### config.mk
export PLATFORM = sky130hd
export DESIGN_NAME = alu_issue_queue
export DESIGN_NICKNAME = d
export VERILOG_FILES = /design/src/rtl/alu_issue_queue.sv
export SDC_FILE = /design/constraint.sdc
export NUM_CORES = 1
export LEC_CHECK = 0
export BUFFER_PORTS_ARGS = -buffer_cell sky130_fd_sc_hd__buf_2
export CORE_MARGIN = 10
export CORE_UTILIZATION = 33
export CTS_CLUSTER_DIAMETER = 120
export DETAILED_ROUTE_END_ITERATION = 6
export GPL_TIMING_DRIVEN = 0
export PLACE_DENSITY = 0.49
export SLEW_MARGIN = 20
export SYNTH_ARGS = -nofsm -noshare
export SYNTH_HDL_FRONTEND = slang
export SYNTH_SLANG_ARGS = --single-unit
export TNS_END_PERCENT = 50
### constraint.sdc
create_clock -name clk -period 8.7 [get_ports clk]
set_input_delay 1.74 -clock clk [delete_from_list [all_inputs] [get_ports clk]]
set_output_delay 1.74 -clock clk [all_outputs]
set_load 0.05 [all_outputs]
### src/rtl/alu_issue_queue.sv
// Command FIFO in front of a combinational ALU with a registered, handshaked result stage.
// Optional ALU_ISSUE_STATS_EN adds stat_done/stat_zero/stat_carry handshake counters.
module alu_issue_queue #(
    parameter int unsigned WIDTH = 32,
    parameter int unsigned DEPTH = 4
) (
    input  logic                     clk,
    input  logic                     rst_n,

    input  logic                     in_valid,
    output logic                     in_ready,
    input  logic [WIDTH-1:0]         in_a,
    input  logic [WIDTH-1:0]         in_b,
    input  logic [2:0]               in_op,

    output logic [WIDTH-1:0]         alu_a,
    output logic [WIDTH-1:0]         alu_b,
    output logic [2:0]               alu_op,
    input  logic [WIDTH-1:0]         alu_result,
    input  logic                     alu_zero,
    input  logic                     alu_carry,

    output logic                     out_valid,
    input  logic                     out_ready,
    output logic [WIDTH-1:0]         out_result,
    output logic                     out_zero,
    output logic                     out_carry,
    output logic [2:0]               out_op,
    output logic [$clog2(DEPTH):0]   count
`ifdef ALU_ISSUE_STATS_EN
    ,
    output logic [31:0]              stat_done,
    output logic [31:0]              stat_zero,
    output logic [31:0]              stat_carry
`endif
);

    localparam int unsigned AW = $clog2(DEPTH);
    localparam int unsigned CW = AW + 1;
    localparam logic [CW-1:0] FULL_COUNT = CW'(DEPTH);

    logic [WIDTH-1:0] r_mem_a  [DEPTH];
    logic [WIDTH-1:0] r_mem_b  [DEPTH];
    logic [2:0]       r_mem_op [DEPTH];

    logic [AW-1:0]    r_wr_ptr;
    logic [AW-1:0]    r_rd_ptr;
    logic [CW-1:0]    r_count;

    logic             r_out_valid;
    logic [WIDTH-1:0] r_out_result;
    logic             r_out_zero;
    logic             r_out_carry;
    logic [2:0]       r_out_op;

    logic             w_empty;
    logic             w_in_ready;
    logic             w_push;
    logic             w_pop;
    logic             w_arith;

    assign w_empty    = (r_count == '0);
    // Full is judged before any pop this cycle, so there is no pop-to-push bypass.
    assign w_in_ready = (r_count != FULL_COUNT);
    assign w_push     = in_valid && w_in_ready;
    assign w_pop      = !w_empty && (!r_out_valid || out_ready);
    assign w_arith    = (alu_op == 3'b000) || (alu_op == 3'b001);

    always_comb begin
        alu_a  = '0;
        alu_b  = '0;
        alu_op = '0;
        if (!w_empty) begin
            alu_a  = r_mem_a[r_rd_ptr];
            alu_b  = r_mem_b[r_rd_ptr];
            alu_op = r_mem_op[r_rd_ptr];
        end
    end

    // Storage needs no reset: entries are only visible while counted as occupied.
    always_ff @(posedge clk) begin
        if (w_push) begin
            r_mem_a[r_wr_ptr]  <= in_a;
            r_mem_b[r_wr_ptr]  <= in_b;
            r_mem_op[r_wr_ptr] <= in_op;
        end
    end

    always_ff @(posedge clk or negedge rst_n) begin
        if (!rst_n) begin
            r_wr_ptr <= '0;
            r_rd_ptr <= '0;
            r_count  <= '0;
        end else begin
            if (w_push) begin
                r_wr_ptr <= r_wr_ptr + AW'(1);
            end
            if (w_pop) begin
                r_rd_ptr <= r_rd_ptr + AW'(1);
            end
            if (w_push && !w_pop) begin
                r_count <= r_count + CW'(1);
            end else if (!w_push && w_pop) begin
                r_count <= r_count - CW'(1);
            end
        end
    end

    always_ff @(posedge clk or negedge rst_n) begin
        if (!rst_n) begin
            r_out_valid  <= 1'b0;
            r_out_result <= '0;
            r_out_zero   <= 1'b0;
            r_out_carry  <= 1'b0;
            r_out_op     <= '0;
        end else if (w_pop) begin
            r_out_valid  <= 1'b1;
            r_out_result <= alu_result;
            r_out_zero   <= alu_zero;
            // Carry is only meaningful for add/sub.
            r_out_carry  <= w_arith ? alu_carry : 1'b0;
            r_out_op     <= alu_op;
        end else if (r_out_valid && out_ready) begin
            r_out_valid  <= 1'b0;
        end
    end

    assign in_ready   = w_in_ready;
    assign out_valid  = r_out_valid;
    assign out_result = r_out_result;
    assign out_zero   = r_out_zero;
    assign out_carry  = r_out_carry;
    assign out_op     = r_out_op;
    assign count      = r_count;

`ifdef ALU_ISSUE_STATS_EN
    logic        w_out_hs;
    logic [31:0] r_stat_done;
    logic [31:0] r_stat_zero;
    logic [31:0] r_stat_carry;

    assign w_out_hs = r_out_valid && out_ready;

    always_ff @(posedge clk or negedge rst_n) begin
        if (!rst_n) begin
            r_stat_done  <= '0;
            r_stat_zero  <= '0;
            r_stat_carry <= '0;
        end else if (w_out_hs) begin
            r_stat_done <= r_stat_done + 32'd1;
            if (r_out_zero) begin
                r_stat_zero <= r_stat_zero + 32'd1;
            end
            if (r_out_carry) begin
                r_stat_carry <= r_stat_carry + 32'd1;
            end
        end
    end

    assign stat_done  = r_stat_done;
    assign stat_zero  = r_stat_zero;
    assign stat_carry = r_stat_carry;
`endif

endmodule

Yosys cells after proc, flatten, opt, wreduce, memory -nomap -nowiden
Memory sizes are Yosys's and may differ from the RTL's.
Index checks and enable logic that the tools add are counted.
Word-level totals
  register bits after elaboration: 45
  bits in writable memories: 268
  input port bits: 105
  output and inout bits: 109
  logic and storage cells: 42
  memories kept: 3
Cells by class
  $add $sub $neg: 4
  equality and inequality tests: 2
  muxes and demuxes: 10
  reduce and logical (&&, ||, !) cells: 15
Memory list
  r_mem_a: words 4, width 32, rd ports 1, clocked after memory_dff 0, wr ports 1, RTL line 42  | logic [WIDTH-1:0] r_mem_a [DEPTH];
  r_mem_b: words 4, width 32, rd ports 1, clocked after memory_dff 0, wr ports 1, RTL line 43  | logic [WIDTH-1:0] r_mem_b [DEPTH];
  r_mem_op: words 4, width 3, rd ports 1, clocked after memory_dff 0, wr ports 1, RTL line 44  | logic [2:0] r_mem_op [DEPTH];
Operator list (number)
  $mux 32: 2
  $mux 3: 3
  $logic_not 3->1: 2
  $logic_and 1x1->1: 5
  $mux 1: 5
  $add 2x1->2 const B: 2
  $logic_not 1->1: 4
  $reduce_bool 2->1: 2
  $add 3x1->3 const B: 1
  $eq 3x1->1 const B: 1
  $ne 3x3->1 const B: 1
  $sub 3x1->3 const B: 1
  $logic_or 1x1->1: 2

Longest topological paths before layout
Gate-level depths: netlist (run 1).
  depth in word-level cells: 6
  depth in mapped cells: 12
  mapped depth without buffers: 9

Worst setup path after synthesis (run 1)
OpenSTA, ideal clock, no wires.
  kind: input port to flip-flop
  start point: input in_valid
  end point: memory r_mem_a[0][0] (enable)
  library setup time: 432 ps
  arrival: 3735 ps
  required time: 8268 ps
  setup slack: 4533 ps
  stages: 2
  path buffers: 0
  cell sequence: a21boi_1 -> and2_1
On the way
  word-level cells in the longest chain between the ends: 3
Ends and longest elaborated chain
  from (decl): RTL line 10  | input logic in_valid,
  $logic_and 1x1->1: RTL line 65  | assign w_push = in_valid && w_in_ready;
  $mux 1: RTL line 82  | if (w_push) begin
  $mux 1 (not written as such): RTL line 83  | r_mem_a[r_wr_ptr] <= in_a;
  to (decl): RTL line 42
No other way between the ends.

Final worst setup path (run 1)
  start point: register r_rd_ptr[0]
  end point: output alu_b[15]
On the way
  word-level cells in the longest chain between the ends: 2
Ends and longest elaborated chain
  from (decl): RTL line 47  | logic [AW-1:0] r_rd_ptr;
  from (signal assigned): RTL line 99  | r_rd_ptr <= r_rd_ptr + AW'(1);
  $mem_v2 4x32
  $mux 32: RTL line 73  | if (!w_empty) begin
  to (decl): RTL line 17  | output logic [WIDTH-1:0] alu_b,
No other way between the ends.

==> flow_summary.ini, run 1 <==
[synthesis]
syn_area_sq_um = 11900
syn_area_per_cell_sq_um = 21.9
synth_cells = 545
synth_cell_type_count = 24
synth_warnings = 0
yosysTopAreaCellShare_pct = 67.4
synth_seq_area_share_pct = 76.8
synth_area_leaders = edfxtp_1, mux4_2, dfrtp_1
synth_nets = 656
synth_top_area_cell = edfxtp_1
synth-seq-cells = 313

[outcome]
status = finished clean

[sta]
rsz0062_at_grt = no
setup_viol = 0
fin_crit_sh_pct = 50.8
slew_viol_final = 0
fin_setup_tns_ns = 0
finalHoldViolCount = 0
period_needed_ns = 4.42
clock_skew_ns = 0.00790
tightest_slew_ns = 0.742
fmax_mhz = 226
slew_headroom_pct = 50.5

[cts]
htreeDepth = 2
clock_sinks = 313
clk_latency_ns = 0.50
cts_made_buffers = 35
root_buffer = clkbuf_16
cts_setup_buffers = 0
clock_path_buffers = 3
hold_buffers = 0
path_clk_slew_ns = 0.06
cts_tree = built
post_cts_resized = 0

[cells_and_area]
stdcell_count = 1283
num-fill-cells = 3249
fin_area_sq_um = 14800
layout-drive-gt1-share_pct = 47.3
syn2layout_area_growth_pct = 23.8
nNetsFinal = 910
diodes = 0

[detailed_routing]
first_iter_violations = 251
antenna_left = 0
wire_per_inst_um = 21.4
drc_errors = 0
dr.pass1.iters = 4
route.vias.total = 5920
wirelength_mm = 27.4
vias_per_cell = 4.61

[global_routing]
antenna_found_initial = 3
track_usage_pct = 12.3
grt_pass1_wl_mm = 42.0
grt_max_degree = 46
grt_pass1_vias = 6841
grt_overflow_total = 0

[floorplan]
start_util_pct = 33.5
rows = 69
dieArea_sq_um = 44200
ioPinCount = 214
die_w_um = 210
coreArea_sq_um = 35700
die_h_um = 210

[critical_path]
crit_arrival_ns = 2.68
cp-end-kind = primary output
crit_slowest_cell = mux4_2
worstPathRequired_ns = 6.96
cpMostUsedCell = buf_2
crit_buf_inv = 4
path_delay_family = buffers and inverters
start_kind = flop
setup.worst_path.class = reg -> out
path_cells = buf_2, buf_4, buf_2, mux4_2, and2_1, buf_2
path_max_fanout = 10
critical-path-max-stage-delay_ns = 0.55

[placement]
dpl.hpwl_mm = 18.5
dp.cells = 1223
io_buffers = 213
gp_congestion = 0.764
postPlaceCellArea_sq_um = 13700

[min_path]
worstHoldPathType = reg -> reg

[run]
cap_viol_max_count = 0
-- placed cells by master, fill, tap and decap left out --
cell type and count:
buf_16 4, inv_1 5, nand2b_1 2, mux2_4 7, buf_6 2, xnor2_1 3, clkbuf_16 37, mux2_2 31
or3_1 1, clkinv_1 3, and2_1 67, fa_1 1, clkinv_2 4, and2_4 5, buf_1 3, ha_1 5
dfrtp_1 45, nand2_1 1, o32ai_1 1, edfxtp_1 268, nor2_1 2, xor2_1 3, clkbuf_1 20, clkbuf_8 3
buf_4 2, nand3_1 2, bufinv_16 1, a21boi_1 1, buf_2 226, mux4_2 67
-- metal layers --
metal | GRT usage, % | vias up | wire (um)
li1 | - | 2665 | -
met1 | 15.1 | 3036 | 11400
met2 | 20.9 | 176 | 13600
met3 | 3.47 | 37 | 1900
met4 | 3.50 | 6 | 483
met5 | 0 | - | 40
-- worst register-to-register path, cell delays in order, from the launching register on --
cell and delay (ns):
dfrtp_1 0.43, or3_1 0.38, buf_2 0.22, and2_4 0.19, buf_6 0.15, buf_6 0.17, inv_1 0.07, ha_1 0.18
inv_1 0.07, fa_1 0.37, xor2_1 0.16, nor2_1 0.13, xor2_1 0.16
-- synth_stat cells --
master / count
a21boi_1: 1
and2_1: 71
and2_4: 1
buf_1: 3
buf_2: 14
buf_4: 1
buf_6: 2
clkbuf_1: 8
dfrtp_1: 45
edfxtp_1: 268
fa_1: 1
ha_1: 5
inv_1: 5
mux2_2: 31
mux2_4: 7
mux4_2: 67
nand2_1: 1
nand2b_1: 2
nand3_1: 2
nor2_1: 2
o32ai_1: 1
or3_1: 1
xnor2_1: 3
xor2_1: 3
-- flip-flops by register name (all words and copies together) (netlist names) --
| signal | cells |
|---|---|
| out_zero | 1 |
| r_mem_b | 128 |
| out_op | 3 |
| out_carry | 1 |
| out_result | 32 |
| out_valid | 1 |
| r_rd_ptr | 2 |
| count | 3 |
| r_mem_op | 12 |
| r_wr_ptr | 2 |
| r_mem_a | 128 |
-- worst paths after layout --
| check | slack, ns | cells after the start | end | from |
|---|---|---|---|---|
| setup / recovery | 4.28 | 6 | alu_b[15] | r_rd_ptr[0]$_DFFE_PN0P_ |
| hold / removal | 0.50 | 1 | out_result[25]$_DFFE_PN0P_ | out_result[25]$_DFFE_PN0P_ |
| setup reg to reg | 5.94 | 12 | count[2]$_DFFE_PN0P_ | count[2]$_DFFE_PN0P_ |
| hold reg to reg | 0.50 | 1 | out_result[25]$_DFFE_PN0P_ | out_result[25]$_DFFE_PN0P_ |
| max in group asynchronous | 7.09 | 1 | out_op[2]$_DFFE_PN0P_ | rst_n |
| min in group asynchronous | 1.24 | 1 | count[2]$_DFFE_PN0P_ | rst_n |
-- stage by stage --
step / utilization, % / worst slack (ns) / hold WS (ns)
floorplan: - / 4.53 / 0.534
global placement: 38.1 / 2.85 / 0.483
detailed placement: 38.4 / 4.66 / 0.490
CTS: 41.4 / 4.11 / 0.503
global route: 41.5 / 4.02 / 0.517
finish: 41.5 / 4.28 / 0.498
-- cells by family after synthesis --
family	synth area share [%]
flip-flops	76.8
multiplexers	16.4
AND/OR/NAND/NOR	4.13
buffers and inverters	1.34
XOR/XNOR	0.440
adder cells (fa/ha/maj)	0.692
AO/OA/AOI/OAI	0.136
-- final cells by class --
type                       count  area [sq um]  share of cell area, %
buffer                        28           141                  0.957
clock buffer                  52          1010                   6.85
clock inverter                 8          61.3                  0.415
inverter                       5          18.8                  0.127
multi-input combinational    199          2620                   17.7
sequential                   313          9170                   62.1
tap                          461           577                   3.90
timing repair buffer         217          1180                   7.97
Power of run 1 is left out: the tool's default activity adds up to more than one toggle a clock period on the data nets, which glitch-free logic cannot reach.
==> run 2, diff against run 1 <==
--- a/config.mk
+++ b/config.mk
@@ -5,13 +5,14 @@
 export SDC_FILE = /design/constraint.sdc
 export NUM_CORES = 1
 export LEC_CHECK = 0
+export ABC_AREA = 1
 export BUFFER_PORTS_ARGS = -buffer_cell sky130_fd_sc_hd__buf_2
 export CORE_MARGIN = 10
 export CORE_UTILIZATION = 33
 export CTS_CLUSTER_DIAMETER = 120
 export DETAILED_ROUTE_END_ITERATION = 6
 export GPL_TIMING_DRIVEN = 0
-export PLACE_DENSITY = 0.49
+export PLACE_DENSITY = 0.51
 export SLEW_MARGIN = 20
 export SYNTH_ARGS = -nofsm -noshare
 export SYNTH_HDL_FRONTEND = slang
==> constraint.sdc (replaced) <==
create_clock -name clk -period 3.6 [get_ports clk]
set_input_delay 0.72 -clock clk [delete_from_list [all_inputs] [get_ports clk]]
set_output_delay 0.72 -clock clk [all_outputs]
set_load 0.05 [all_outputs]
==> run 2 against run 1 <==
  * Core utilization up 0.41 points
  * Synthesized area up 2.3%
  * Register-to-register slack worse by 4.9 ns
  * Final area up 3.4%
  * Critical path depth unchanged
  * Die area up 2.1%
  * Final cell count up 37%
  * Synthesized cell count up 83%
  * Sequential share of layout area down 2.1 points
  * First-iteration DRC count up 110%
  * Highest routed layer unchanged
==> flow_summary.ini, run 2 <==
[outcome]
status = finished clean

[synthesis]
synth-async-reset-ratio_pct = 14.4
synth_cells = 999
synth_top_area_cell = edfxtp_1
synth_nets = 1110
synth_warnings = 0
synth_seq_area_share_pct = 75.1
synth-seq-cells = 313
synth_area_leaders = edfxtp_1, dfrtp_1, nor2_1
ys_dominant_reg_cell = edfxtp_1
syn_area_per_cell_sq_um = 12.2
yosys.cell_count.top_type = nor2_1
syn_area_sq_um = 12200
synth-edff-count = 268
synth_cell_type_count = 23
yosys-top-cells-count = nor2_1, edfxtp_1, nand2_1, o21ai_0, a21oi_1
yosysTopAreaCellShare_pct = 65.9

[sta]
fin_setup_tns_ns = 0
holdWs_ns = 0.200
finalHoldViolCount = 0
clock_skew_ns = 0.0187
period_needed_ns = 3.20
rsz0062_at_grt = no
setup_viol = 0
slew_viol_final = 0
fmax_mhz = 313
fin_crit_sh_pct = 88.8
slew_headroom_pct = 50.7
tightest_slew_ns = 0.737

[global_routing]
track_usage_pct = 15.1
grt_pass1_wl_mm = 51.5
antenna_found_initial = 7
grt_overflow_total = 0
grt_pass1_vias = 8476
grt_max_degree = 46

[critical_path]
reg2reg_setup_slack_ns = 1.06
crit_arrival_ns = 2.48
r2r_start = count[0]$_DFFE_PN0P_
r2r_cells = 7
worstPathRequired_ns = 2.88
cp-end-kind = primary output
r2r-end = r_mem_b[3][7]$_DFFE_PP_
path_max_fanout = 10
start_kind = flop
setup.worst_path.class = reg -> out

[cts]
cts_made_buffers = 37
root_buffer = clkbuf_16
hold_buffers = 0
clk_latency_ns = 0.54
cts_tree = built
cts_setup_buffers = 0
clock_sinks = 313
post_cts_resized = 0
path_clk_slew_ns = 0.06
clock_path_buffers = 3
htreeDepth = 2

[floorplan]
die_w_um = 212
coreArea_sq_um = 36500
ioPinCount = 214
start_util_pct = 33.4
dieArea_sq_um = 45100
die_h_um = 212
rows = 70

[detailed_routing]
wire_per_inst_um = 19.4
antenna_left = 0
route.vias.total = 8156
first_iter_violations = 531
dr.pass1.iters = 5
wirelength_mm = 34.2
vias_per_cell = 4.64
drc_errors = 0

[placement]
dpl.hpwl_mm = 23.2
dp.cells = 1692
io_buffers = 213
gp_congestion = 0.730

[cells_and_area]
layout_commonest_cell = edfxtp_1
final_util_pct = 41.9
stdcell_count = 1759
mostFrequentLayoutCells = edfxtp_1, nor2_1, buf_2, nand2_1, o21ai_0
syn2layout_area_growth_pct = 25.2
num-fill-cells = 3507
layout-drive-gt1-share_pct = 25.1
nNetsFinal = 1374

[run]
cap_viol_max_count = 0

[min_path]
worstHoldPathType = in -> async
[run 2: cell count changes after synthesis, moves of 8 or more]
cell      before  now
nor2_1         2  270
o21ai_1        0   50
o21ai_0        0   81
mux2_2        31    1
mux4_2        67    0
buf_4          1    9
clkbuf_1       8   17
nand2_1        1  124
and2_1        71    0
buf_2         14   25
a21oi_1        0   66
[run 2: routing by layer]
metal  routed length (um)  part of all wire [%]  vias to the layer above  global-route usage (%)
met5                   27                 0.079                        -                       0
met1                14700                    43                     3942                    18.9
li1                     -                     -                     3984                       -
met3                 1860                   5.4                       46                    3.93
met2                17000                    50                      180                    25.4
met4                  570                   1.7                        4                    4.16
[run 2: logic make-up after synthesis]
logic type,Yosys count,synth area share (%)
multiplexers,1,0.0922
AND/OR/NAND/NOR,403,12.5
buffers and inverters,74,3.22
AO/OA/AOI/OAI,198,8.13
flip-flops,313,75.1
XOR/XNOR,4,0.287
adder cells (fa/ha/maj),6,0.676
[run 2: worst max-delay path by stage]
stage,from,endpoint,cells after the start
2_1_floorplan,count[0]$_DFFE_PN0P_,r_mem_a[0][0]$_DFFE_PP_,4
3_3_place_gp,in_valid,r_mem_a[3][29]$_DFFE_PP_,3
3_5_place_dp,in_valid,r_mem_a[3][29]$_DFFE_PP_,6
4_1_cts,r_rd_ptr[0]$_DFFE_PN0P_,alu_a[1],6
5_1_grt,r_rd_ptr[0]$_DFFE_PN0P_,alu_a[1],6
6_report,r_rd_ptr[0]$_DFFE_PN0P_,alu_b[30],6
[run 2: final cells by class]
class | count | area (sq um) | area share (%)
diodes | 4 | 10.0 | 0.0655
plain buffers | 59 | 334 | 2.18
clock buffers | 50 | 1030 | 6.72
clock inverters | 13 | 67.6 | 0.442
inverters | 15 | 58.8 | 0.385
multi-input cells | 612 | 2680 | 17.5
flip-flops and latches | 313 | 9170 | 60.0
well taps | 468 | 586 | 3.83
repair buffers | 225 | 1350 | 8.85
[run 2: worst max-delay path, cell delays in order (launching register included)]
cell	delay, ns
dfrtp_1	0.37
buf_6	0.16
inv_4	0.18
clkbuf_1	0.49
o21ai_0	0.19
a21oi_1	0.25
buf_2	0.31
[run 2: metrics by stage]
step,area [sq um],setup WS [ns]
after floorplan,12200,-0.0691
after global placement,13900,-1.31
after detailed placement,14200,0.800
after CTS,15300,0.344
after global routing,15300,0.192
final,15300,0.403
Power of run 2 is left out for the same reason.
==> run 3, diff against run 2 <==
--- a/config.mk
+++ b/config.mk
@@ -13,6 +13,7 @@
 export DETAILED_ROUTE_END_ITERATION = 6
 export GPL_TIMING_DRIVEN = 0
 export PLACE_DENSITY = 0.51
+export SETUP_SLACK_MARGIN = 0.5
 export SLEW_MARGIN = 20
 export SYNTH_ARGS = -nofsm -noshare
 export SYNTH_HDL_FRONTEND = slang
==> run 3 against run 2 <==
  * Final area increased by 0.40%
  * Non-clock buffer count stayed put
  * Sequential cell count unchanged
  * Largest cell class unchanged
==> flow_summary.ini, run 3 (same netlist as run 2, synthesis figures left out) <==
[cells_and_area]
layout_commonest_cell = edfxtp_1
mostFrequentLayoutCells = edfxtp_1, nor2_1, buf_2, nand2_1, o21ai_0
fin_area_sq_um = 15400
syn2layout_area_growth_pct = 25.7
nNetsFinal = 1374
layout-drive-gt1-share_pct = 26.0

[critical_path]
worstPathRequired_ns = 2.88
setup.worst_path.class = reg -> out
path_max_fanout = 10
r2r_start = count[0]$_DFFE_PN0P_
r2r_cells = 7
crit_arrival_ns = 2.27
start_kind = flop
cp-end-kind = primary output
r2r-end = r_mem_a[3][24]$_DFFE_PP_
reg2reg_setup_slack_ns = 1.05

[sta]
slew_viol_final = 0
fmax_mhz = 335
holdWs_ns = 0.202
slew_headroom_pct = 49.9
fin_crit_sh_pct = 83.0
period_needed_ns = 2.99
setup_viol = 0
rsz0062_at_grt = yes
finalHoldViolCount = 0
fin_setup_tns_ns = 0
clock_skew_ns = 0.0196
tightest_slew_ns = 0.750

[detailed_routing]
antenna_left = 0
route.vias.total = 8146
wire_per_inst_um = 19.5
drc_errors = 0
vias_per_cell = 4.63
first_iter_violations = 485
wirelength_mm = 34.3
dr.pass1.iters = 5

[cts]
cts_made_buffers = 37
cts_tree = built
clock_path_buffers = 3
cts_setup_buffers = 0
clk_latency_ns = 0.54
htreeDepth = 2
hold_buffers = 0
root_buffer = clkbuf_16
path_clk_slew_ns = 0.06
clock_sinks = 313

[placement]
postPlaceCellArea_sq_um = 14200
dpl.hpwl_mm = 23.2
gp_congestion = 0.730
io_buffers = 213

[global_routing]
antenna_found_initial = 7
grt_util_met3_pct = 3.93
track_usage_pct = 15.1
grt_max_degree = 46
grt_pass1_vias = 8471
met1_usage_pct = 18.9
use_met2_pct = 25.4
grt_overflow_total = 0
top_usage_layer = met2
grt_pass1_wl_mm = 51.5

[min_path]
worstHoldPathType = in -> async

[outcome]
status = finished clean

[floorplan]
coreArea_sq_um = 36500
ioPinCount = 214
die_w_um = 212
start_util_pct = 33.4
dieArea_sq_um = 45100
rows = 70
die_h_um = 212

[run]
cap_viol_max_count = 0
[run 3: final cells by class]
cell class	instances	area (sq um)
Clock inverter	13	67.6
Buffer	59	365
Clock buffer	50	1030
Timing Repair Buffer	225	1380
Multi-Input combinational cell	612	2680
Tap cell	468	586
Fill cell	3493	21200
Sequential cell	313	9170
Inverter	15	58.8
Antenna cell	5	12.5
[run 3: metrics by stage]
stage / utilization, % / worst slack, ns / cells
after floorplan: - / -0.0691 / 999
after CTS: 41.9 / 0.387 / 1755
after detailed placement: 38.8 / 0.800 / 1692
final: 42.0 / 0.611 / 1760
after global placement: 38.0 / -1.31 / 1680
after global routing: 42.0 / 0.480 / 1758
[run 3: repair_timing]
action,in CTS,in global routing
gates resized for setup,7,32
setup endpoints to repair,48,53
gates cloned,0,0
[run 3: how the worst max path moves through the flow]
stage,startpoint,endpoint,slack (ns),cells after the start
6_report,r_rd_ptr[0]$_DFFE_PN0P_,alu_b[14],0.61,7
5_1_grt,r_rd_ptr[0]$_DFFE_PN0P_,alu_a[12],0.48,6
2_1_floorplan,count[0]$_DFFE_PN0P_,r_mem_a[0][0]$_DFFE_PP_,-0.07,4
3_3_place_gp,in_valid,r_mem_a[3][29]$_DFFE_PP_,-1.31,3
3_5_place_dp,in_valid,r_mem_a[3][29]$_DFFE_PP_,0.80,6
4_1_cts,r_rd_ptr[0]$_DFFE_PN0P_,alu_a[12],0.39,6
[run 3: per-layer routing]
layer	part of all wire, %	vias up
li1	-	3986
met1	43	3934
met2	49	174
met3	5.5	48
met4	1.7	4
met5	0.079	-
[run 3: critical path, cell delays in order (launching register included)]
cell,delay [ns]
dfrtp_1,0.37
buf_6,0.16
inv_4,0.18
buf_6,0.19
clkbuf_4,0.25
o21ai_1,0.10
a21oi_1,0.21
clkbuf_4,0.28
Power of run 3 is left out for the same reason.
